===== config.mk =====
export PLATFORM = sky130hd
export DESIGN_NAME = serial_uart
export DESIGN_NICKNAME = d
export VERILOG_FILES = /design/src/rtl/uart_pkg.sv /design/src/rtl/uart_bit_timer.sv /design/src/rtl/serial_uart.sv
export SDC_FILE = /design/constraint.sdc
export NUM_CORES = 1
export LEC_CHECK = 0
export BUFFER_PORTS_ARGS = -buffer_cell sky130_fd_sc_hd__clkbuf_2
export CAP_MARGIN = 20
export CORE_MARGIN = 4
export CORE_UTILIZATION = 55
export DETAILED_ROUTE_END_ITERATION = 6
export GPL_TIMING_DRIVEN = 0
export PLACE_DENSITY = 0.75
export SYNTH_ARGS = -nofsm -noshare
export SYNTH_HDL_FRONTEND = slang
export SYNTH_SLANG_ARGS = --single-unit

===== constraint.sdc =====
create_clock -name clk -period 1.94 [get_ports clk]
set_input_delay 0.388 -clock clk [delete_from_list [all_inputs] [get_ports clk]]
set_output_delay 0.388 -clock clk [all_outputs]
set_load 0.05 [all_outputs]

===== src/rtl/uart_pkg.sv =====
// uart_pkg: shared FSM encodings and sizing helpers for serial_uart.
// UART_PARITY_EN adds the PARITY state used by the 8E1 frame variant.
package uart_pkg;

    localparam int FRAME_DATA_BITS = 8;
    localparam int BIT_IDX_W       = $clog2(FRAME_DATA_BITS);

    typedef enum logic [2:0] {
        IDLE,
        START,
        DATA,
`ifdef UART_PARITY_EN
        PARITY,
`endif
        STOP,
        WAITHIGH
    } uartState_t;

    // Width of a down-counter that must hold clksPerBit-1.
    function automatic int bitTimerWidth(input int clksPerBit);
        return (clksPerBit < 2) ? 1 : $clog2(clksPerBit);
    endfunction

endpackage


===== src/rtl/uart_bit_timer.sv =====
// uart_bit_timer: loadable down-counter. tick is high whenever the count is 0,
// so an FSM that reloads on tick sees one tick every (loadValue+1) cycles.
module uart_bit_timer #(
    parameter int W = 7
) (
    input  logic         clk,
    input  logic         reset,
    input  logic         load,
    input  logic [W-1:0] loadValue,
    output logic         tick
);

    logic [W-1:0] count;

    // Load takes priority; otherwise count down and park at zero.
    always_ff @(posedge clk) begin
        if (reset) begin
            count <= '0;
        end else if (load) begin
            count <= loadValue;
        end else if (count != '0) begin
            count <= count - W'(1);
        end
    end

    assign tick = (count == '0);

endmodule


===== src/rtl/serial_uart.sv =====
// serial_uart: fixed-rate 8N1 UART transceiver (TX and RX FSMs, RX synchronizer).
// Define UART_PARITY_EN for 8E1 framing and the rxParityErr pulse output.
//
// Handshakes: a TX request is accepted on a rising edge where txStart=1 and
// txBusy=0; txBusy then stays high until the frame ends. rxReady is a level
// "valid": it rises with a new byte on rxData and falls on the edge after the
// consumer holds rxAck=1 (an ack that coincides with a new frame acks the old one).
module serial_uart
    import uart_pkg::*;
#(
    parameter int clksPerBit = 104,
    parameter int halfBit    = clksPerBit / 2
) (
    input  logic       clk,
    input  logic       reset,
    input  logic       serialIn,
    output logic       serialOut,
    input  logic [7:0] txData,
    input  logic       txStart,
    output logic       txBusy,
    output logic [7:0] rxData,
    output logic       rxReady,
    input  logic       rxAck,
    output logic       rxOverrun,
    output logic       rxFrameErr
`ifdef UART_PARITY_EN
    ,
    output logic       rxParityErr
`endif
);

    localparam int                  CNT_W     = bitTimerWidth(clksPerBit);
    localparam logic [CNT_W-1:0]     BIT_LOAD  = CNT_W'(clksPerBit - 1);
    localparam logic [CNT_W-1:0]     HALF_LOAD = CNT_W'(halfBit - 1);
    localparam logic [BIT_IDX_W-1:0] LAST_BIT  = BIT_IDX_W'(FRAME_DATA_BITS - 1);

    // ---------------- TX ----------------
    uartState_t           txState, txStateNext;
    logic [7:0]           txShift, txShiftNext;
    logic [BIT_IDX_W-1:0] txBit, txBitNext;
    logic                 txLoad, txTick;
`ifdef UART_PARITY_EN
    logic                 txParity, txParityNext;
`endif

    uart_bit_timer #(.W(CNT_W)) txTimer (
        .clk(clk), .reset(reset), .load(txLoad), .loadValue(BIT_LOAD), .tick(txTick)
    );

    // TX state and shift register.
    always_ff @(posedge clk) begin
        if (reset) begin
            txState <= IDLE;
            txShift <= '0;
            txBit   <= '0;
`ifdef UART_PARITY_EN
            txParity <= 1'b0;
`endif
        end else begin
            txState <= txStateNext;
            txShift <= txShiftNext;
            txBit   <= txBitNext;
`ifdef UART_PARITY_EN
            txParity <= txParityNext;
`endif
        end
    end

    // TX next-state and line driver; a bit state ends on the timer tick.
    always_comb begin
        txStateNext = txState;
        txShiftNext = txShift;
        txBitNext   = txBit;
        txLoad      = 1'b0;
        serialOut   = 1'b1;
        txBusy      = (txState != IDLE);
`ifdef UART_PARITY_EN
        txParityNext = txParity;
`endif
        case (txState)
            IDLE: begin
                if (txStart) begin
                    txShiftNext = txData;
                    txBitNext   = '0;
                    txLoad      = 1'b1;
                    txStateNext = START;
`ifdef UART_PARITY_EN
                    txParityNext = ^txData;
`endif
                end
            end
            START: begin
                serialOut = 1'b0;
                if (txTick) begin
                    txLoad      = 1'b1;
                    txStateNext = DATA;
                end
            end
            DATA: begin
                serialOut = txShift[0];
                if (txTick) begin
                    txLoad      = 1'b1;
                    txShiftNext = txShift >> 1;
                    if (txBit == LAST_BIT) begin
`ifdef UART_PARITY_EN
                        txStateNext = PARITY;
`else
                        txStateNext = STOP;
`endif
                    end else begin
                        txBitNext = txBit + BIT_IDX_W'(1);
                    end
                end
            end
`ifdef UART_PARITY_EN
            PARITY: begin
                serialOut = txParity;
                if (txTick) begin
                    txLoad      = 1'b1;
                    txStateNext = STOP;
                end
            end
`endif
            STOP: begin
                if (txTick) begin
                    txStateNext = IDLE;
                end
            end
            default: txStateNext = IDLE;
        endcase
    end

    // ---------------- RX ----------------
    logic                 rxSync1, rxSync2, rxSync3;
    logic                 rxLine, rxFall;
    uartState_t           rxState, rxStateNext;
    logic [7:0]           rxShift, rxShiftNext;
    logic [BIT_IDX_W-1:0] rxBit, rxBitNext;
    logic                 rxLoad, rxTick, rxGood, rxBadStop;
    logic [CNT_W-1:0]     rxLoadValue;
`ifdef UART_PARITY_EN
    logic                 rxParBad, rxParBadNext, rxParFail;
`endif

    assign rxLine = rxSync2;
    assign rxFall = rxSync3 & ~rxSync2;

    uart_bit_timer #(.W(CNT_W)) rxTimer (
        .clk(clk), .reset(reset), .load(rxLoad), .loadValue(rxLoadValue), .tick(rxTick)
    );

    // Two-flop synchronizer plus a history flop for falling-edge detection.
    always_ff @(posedge clk) begin
        if (reset) begin
            rxSync1 <= 1'b1;
            rxSync2 <= 1'b1;
            rxSync3 <= 1'b1;
        end else begin
            rxSync1 <= serialIn;
            rxSync2 <= rxSync1;
            rxSync3 <= rxSync2;
        end
    end

    // RX next-state: sample mid-bit on each tick, shift in LSB first.
    always_comb begin
        rxStateNext = rxState;
        rxShiftNext = rxShift;
        rxBitNext   = rxBit;
        rxLoad      = 1'b0;
        rxLoadValue = BIT_LOAD;
        rxGood      = 1'b0;
        rxBadStop   = 1'b0;
`ifdef UART_PARITY_EN
        rxParBadNext = rxParBad;
        rxParFail    = 1'b0;
`endif
        case (rxState)
            IDLE: begin
                if (rxFall) begin
                    rxLoad      = 1'b1;
                    rxLoadValue = HALF_LOAD;
                    rxStateNext = START;
                end
            end
            START: begin
                if (rxTick) begin
                    if (rxLine) begin
                        rxStateNext = IDLE;
                    end else begin
                        rxLoad      = 1'b1;
                        rxBitNext   = '0;
                        rxStateNext = DATA;
`ifdef UART_PARITY_EN
                        rxParBadNext = 1'b0;
`endif
                    end
                end
            end
            DATA: begin
                if (rxTick) begin
                    rxLoad      = 1'b1;
                    rxShiftNext = {rxLine, rxShift[7:1]};
                    if (rxBit == LAST_BIT) begin
`ifdef UART_PARITY_EN
                        rxStateNext = PARITY;
`else
                        rxStateNext = STOP;
`endif
                    end else begin
                        rxBitNext = rxBit + BIT_IDX_W'(1);
                    end
                end
            end
`ifdef UART_PARITY_EN
            PARITY: begin
                if (rxTick) begin
                    rxLoad       = 1'b1;
                    rxParFail    = (rxLine != ^rxShift);
                    rxParBadNext = rxParFail;
                    rxStateNext  = STOP;
                end
            end
`endif
            STOP: begin
                if (rxTick) begin
                    if (rxLine) begin
`ifdef UART_PARITY_EN
                        rxGood = ~rxParBad;
`else
                        rxGood = 1'b1;
`endif
                        rxStateNext = IDLE;
                    end else begin
                        rxBadStop   = 1'b1;
                        rxStateNext = WAITHIGH;
                    end
                end
            end
            WAITHIGH: begin
                if (rxLine) begin
                    rxStateNext = IDLE;
                end
            end
            default: rxStateNext = IDLE;
        endcase
    end

    // RX state, shift register and consumer-facing outputs.
    always_ff @(posedge clk) begin
        if (reset) begin
            rxState    <= IDLE;
            rxShift    <= '0;
            rxBit      <= '0;
            rxData     <= '0;
            rxReady    <= 1'b0;
            rxOverrun  <= 1'b0;
            rxFrameErr <= 1'b0;
`ifdef UART_PARITY_EN
            rxParBad    <= 1'b0;
            rxParityErr <= 1'b0;
`endif
        end else begin
            rxState    <= rxStateNext;
            rxShift    <= rxShiftNext;
            rxBit      <= rxBitNext;
            rxFrameErr <= rxBadStop;
`ifdef UART_PARITY_EN
            rxParBad    <= rxParBadNext;
            rxParityErr <= rxParFail;
`endif
            if (rxGood) begin
                // Newest byte wins; an ack in this cycle consumes the old byte.
                rxData    <= rxShift;
                rxReady   <= 1'b1;
                rxOverrun <= (rxOverrun | rxReady) & ~rxAck;
            end else if (rxAck) begin
                rxReady   <= 1'b0;
                rxOverrun <= 1'b0;
            end
        end
    end

endmodule

Word-level counts from Yosys, hierarchy flattened:

Cells that the tools add are included.

* equal/unequal tests: 23
* add/sub/neg operators: 4
* multiplexer cells: 48
* bitwise operators: 6
* reductions and logical operators: 21

Operator list (count)
* 3-bit two-way mux: 19
* 7-bit two-way mux: 6
* 2-bit != test (second input constant): 14
* 8-bit two-way mux: 2
* 8-bit one-hot mux with 2 select lines: 1
* 3-bit one-hot mux with 5 select lines: 1
* 7-bit logical NOT: 2
* 7-bit nonzero test: 2
* 7-bit by 1-bit subtractor with 7-bit output (second input constant): 2
* 3-bit by 2-bit equality test with 1-bit output (second input constant): 4
* 1-bit two-way mux: 12
* 3-bit one-hot mux with 2 select lines: 2
* 3-bit one-hot mux with 4 select lines: 1
* 5-bit AND reduction: 2
* 2-bit nonzero test: 5
* 3-bit equality test (second input constant): 3
* 3-bit by 1-bit adder with 3-bit output (second input constant): 2
* 3-bit by 1-bit equality test with 1-bit output (second input constant): 2
* 3-bit logical NOT: 2
* 6-bit AND reduction: 1
* 2-bit OR reduction: 3
* 1-bit one-hot mux with 2 select lines: 2
* 4-bit AND reduction: 1
* 1-bit inverter: 3
* other kinds (7): 8

* flip-flop bits (word level): 56
* word-level logic and storage cells: 118

Longest topological paths before layout:

* depth in word-level cells: 5
* mapped depth: 8

Hierarchy:

A second synthesis with hierarchy kept.

* cells, all modules: 301
* area total of the unflattened synthesis: 2812.7 um2

Modules (own cells, without submodules)
* serial_uart: area an instance 2014.4 um2, sequential area each 820.8 um2, cells each 207, times used 1
* uart_bit_timer: area an instance 399.1 um2, sequential area each 140.1 um2, cells each 47, times used 2

Worst setup path after synthesis:

No wires, ideal clock.

* kind: reg-to-output
* start point: register txState[0]
* end point: output serialOut
* required time: 1.552 ns
* buffers on the path: 2
* stages on the path, launching flop included: 6
* arrival time: 2.111 ns
* path slack: -0.559 ns
* path through: dfxtp_1 > inv_1 > ha_1 > clkbuf_1 > buf_1 > mux2i_1

* cells in the longest elaborated chain, start to end: 2

Ends and longest elaborated chain
* start, declared: line serial_uart.sv:38 `uartState_t txState, txStateNext;`
* start signal, assigned: line serial_uart.sv:60 `txState <= txStateNext;`
* 3-bit by 2-bit equality test with 1-bit output or 3-bit by 1-bit equality test with 1-bit output (tied branches): line serial_uart.sv:80 `case (txState)`
* 1-bit one-hot mux with 2 select lines (*): line serial_uart.sv:80
* end, declared: line serial_uart.sv:17 `output logic serialOut,`

Mark *: on every way between the ends. The rest lies on a longest branch, timed or not.

Worst setup path after layout:

Same ends and word-level chain as after synthesis.

==> flow_summary.toml <==
[die]
row_count = 24
die_w_microns = 77.1
ios = 26
start_util_pct = 58.6
core_area_sq_um = 4470
die_area_sq_um = 5940
die_h_microns = 77.1

[global_route]
grt_antenna_before_repair = 0
overflow = 0
grt_use_total_pct = 19.0
grt_max_degree = 19
grt_pass1_wl_microns = 9490
grt_pass1_vias = 2131

[drt]
wl_per_cell_microns = 14.3
dr.pass1.iters = 6
wl_microns = 5480
ant_nets = 0
routed_via_density = 5.68
drc = 0
via_count = 2170
initialDrtViolationCount = 93

[finish]
nFillCells = 386
finalNonFillerCells = 382
layout.nets = 354
area_delta_synth_final_pct = 16.0
n_antenna_cell = 0
drive_gt1_share_pct = 21.5

[power_and_ir_drop]
power_density_nw_per_um2 = 1350
p_leak_nw = 1.26
vdd_drop_max_v = 0.000833
p_sw_share_pct = 39.7
share_seq_of_total_power_pct = 37.6
p_switching_mw = 1.63
internal-power_mw = 2.48
clock_power_share_pct = 15.5
combPwrFrac_pct = 46.9

[critical_path]
r2r_setup_slack_ns = 0.11
rr_startpoint = "rxTimer.count[1]"
path_max_fanout = 10
worstSetupEndpointType = "output pin"
critical_path_class = "reg2out"
cpMaxStageDelayCell = "dfxtp_2"
path_cells = "inv_2 > ha_4 > buf_12 > mux2i_4 > clkbuf_8"
reg2reg_to = "rxTimer.count[6]"
critPathRequiredTime_ns = 1.55
setup.worst_path.start_class = "register"
crit_buf_inv = 3
cp_top_family = "buffers and inverters"
max_stage_delay_ns = 0.36
r2r_cells = 8
cp_data_arrival_time_ns = 1.46

[run_status]
status = "finished, final reports clean"

[logic_synthesis]
ys.warnings.count = 0
synth_area_sq_um = 2620
synthCells = 293
seq_area_frac_synth_pct = 42.0
synth_seq_cells = 55
syn_nets = 318
ys_types = 50
syn_avg_cell_area_sq_um = 8.95

[timing]
fmaxAchievable_ghz = 0.542
whs_ns = 0.258
fin_crit_sh_pct = 95.1
tightest_slew_ns = 0.614
setup_tns_ns = 0
clock_skew_ns = 0.00790
slew_headroom_pct = 59.0
hold_violations = 0
period_needed_ns = 1.85
slew_viol_final = 0
final-setup-viol-count = 0

[job]
cap_violations = 0

[hold_path]
holdPathEnd = "rxSync1"
hp-start = "serialIn"
whs_path_depth = 2
hold_class = "in2reg"

[place]
io_buffers = 25
gp_congestion = 0.782
dp_cells = 370
hpwlAfterDp_microns = 3910

[clock_tree]
cts_tree = "built"
cts_buffers = 5
path_clk_slew_ns = 0.10
clock_latency_ns = 0.31
root_buffer = "clkbuf_8"
clockBufferDepth = 2
cts_num_sinks = 55
cts.htree.levels = 2
[Yosys cell counts, drive strengths merged]
cell type  number  area (sq um)
dfxtp          55          1100
nor2           29           109
a21oi          26           130
mux2i          19           190
o21ai          18          90.1
inv            13          48.8
ha             12           150
nand2          12          45.0
nand3          12          60.1
clkbuf          9          33.8
a211oi          8          70.1
a31oi           6          37.5
buf             6          35.0
nor3            6          30.0
nand2b          4          25.0
nor2b           4          25.0
or3             4          26.3
or3b            4          35.0
xnor2           4          35.0
o211ai          3          22.5
o22ai           3          18.8
o31a            3          26.3
or2             3          18.8
a211o           2          17.5
a31o            2          17.5
and2            2          12.5
nand3b          2          15.0
nand4           2          12.5
nor3b           2          15.0
nor4            2          12.5
nor4b           2          23.8
or4             2          18.8
a21bo           1          10.0
a21o            1          7.51
a22o            1          8.76
and3            1          6.26
and4            1          8.76
nand4b          1          8.76
o21a            1          7.51
o2bb2ai         1          8.76
o311ai          1          8.76
o31ai           1          21.3
o32a            1          10.0
xor2            1          8.76
[area by class of cell]
type	instances	area (sq um)	area share (%)
Clock buffer	5	68.8	2.26
Inverter	13	48.8	1.60
Timing Repair Buffer	30	171	5.63
Clock inverter	3	22.5	0.740
Tap cell	52	65.1	2.14
Multi-Input combinational cell	210	1470	48.2
Sequential cell	55	1100	36.3
Buffer	14	96.3	3.17
[logic make-up (layout without fill, tap and decap cells)]
logic type	count (synthesis)	after routing	share of synthesized area, %
mux	19	19	7.25
compound gates	79	79	19.6
flops	55	55	42.0
xor+xnor	5	5	1.67
fa+ha+maj	12	12	5.72
simple gates	95	95	19.4
buf+inv	28	65	4.48
[metrics by stage]
stage | cell area (sq um) | utilization [%] | power (mW) | worst slack, ns
CTS | 2970 | 66.4 | 4.00 | 0.00816
floorplan | 2640 | - | 2.91 | 0.00785
finish | 3040 | 68.0 | 4.11 | 0.0943
global placement | 2830 | 63.2 | 3.21 | -0.221
detailed placement | 2830 | 63.2 | 3.25 | -0.264
global route | 3040 | 68.0 | 4.42 | -0.00416
[metal layers]
metal / share of wire (%) / vias to the layer above / wire [microns] / global-route usage, %
met5: 0 / - / 0 / 0
met4: 0.68 / 0 / 37 / 3.02
met3: 2.2 / 7 / 122 / 3.75
met2: 47 / 26 / 2570 / 32.1
met1: 50 / 1016 / 2750 / 25.5
li1: - / 1121 / - / -
[sequential cells by signal (all words and copies together) (netlist names)]
signal / flops
rxLine: 1
rxFrameErr: 1
rxOverrun: 1
rxTimer.count: 7
rxData: 8
rxState: 3
rxShift: 8
rxSync3: 1
rxBit: 3
txBit: 3
txTimer.count: 7
rxReady: 1
rxSync1: 1
txShift: 8
txState: 2
[what timing repair did]
item,4_1_cts,5_1_grt
pin swaps,1,3
hold buffers,0,0
cloned,0,0
setup buffers,1,4
resized for setup,12,16
endpoints found under the hold margin,0,0
endpoints found under the setup margin,13,23
[power by group through the flow]
| stage | Sequential [mW] | Clock, mW | Combinational (mW) |
|---|---|---|---|
| floorplan | 1.50 | 0 | 1.41 |
| finish | 1.55 | 0.639 | 1.93 |
| CTS | 1.53 | 0.657 | 1.81 |
| detailed placement | 1.54 | 0 | 1.71 |
| global placement | 1.53 | 0 | 1.67 |
| global route | 1.59 | 0.701 | 2.13 |
[worst max-delay path by stage]
stage          startpoint         end  cells past startpoint
2_1_floorplan  txState[0]   serialOut                      5
3_3_place_gp   txState[0]   serialOut                      6
3_5_place_dp   txState[0]   serialOut                      6
4_1_cts        txState[0]   serialOut                      5
5_1_grt        txState[1]  txShift[5]                      7
6_report       txState[0]   serialOut                      5
[layout by cell type, fill, tap and decap left out, drive strengths merged, types with 2 or more instances in the layout]
cell type | Yosys | routed
buf | 6 | 11
xnor2 | 4 | 4
nand4 | 2 | 2
clkinv | 0 | 2
nand3b | 2 | 2
nor2 | 29 | 29
nor2b | 4 | 4
nor4b | 2 | 2
a31o | 2 | 2
o21ai | 18 | 18
or4 | 2 | 2
a31oi | 6 | 6
or3b | 4 | 4
nand3 | 12 | 12
nor3b | 2 | 2
a211oi | 8 | 8
nor4 | 2 | 2
nand2b | 4 | 4
o211ai | 3 | 3
ha | 12 | 12
nor3 | 6 | 6
inv | 13 | 14
clkbuf | 9 | 38
mux2i | 19 | 19
or3 | 4 | 4
a21oi | 26 | 26
and2 | 2 | 2
nand2 | 12 | 12
or2 | 3 | 3
o22ai | 3 | 3
dfxtp | 55 | 55
a211o | 2 | 2
o31a | 3 | 3
(Power assumes the default switching activity.)
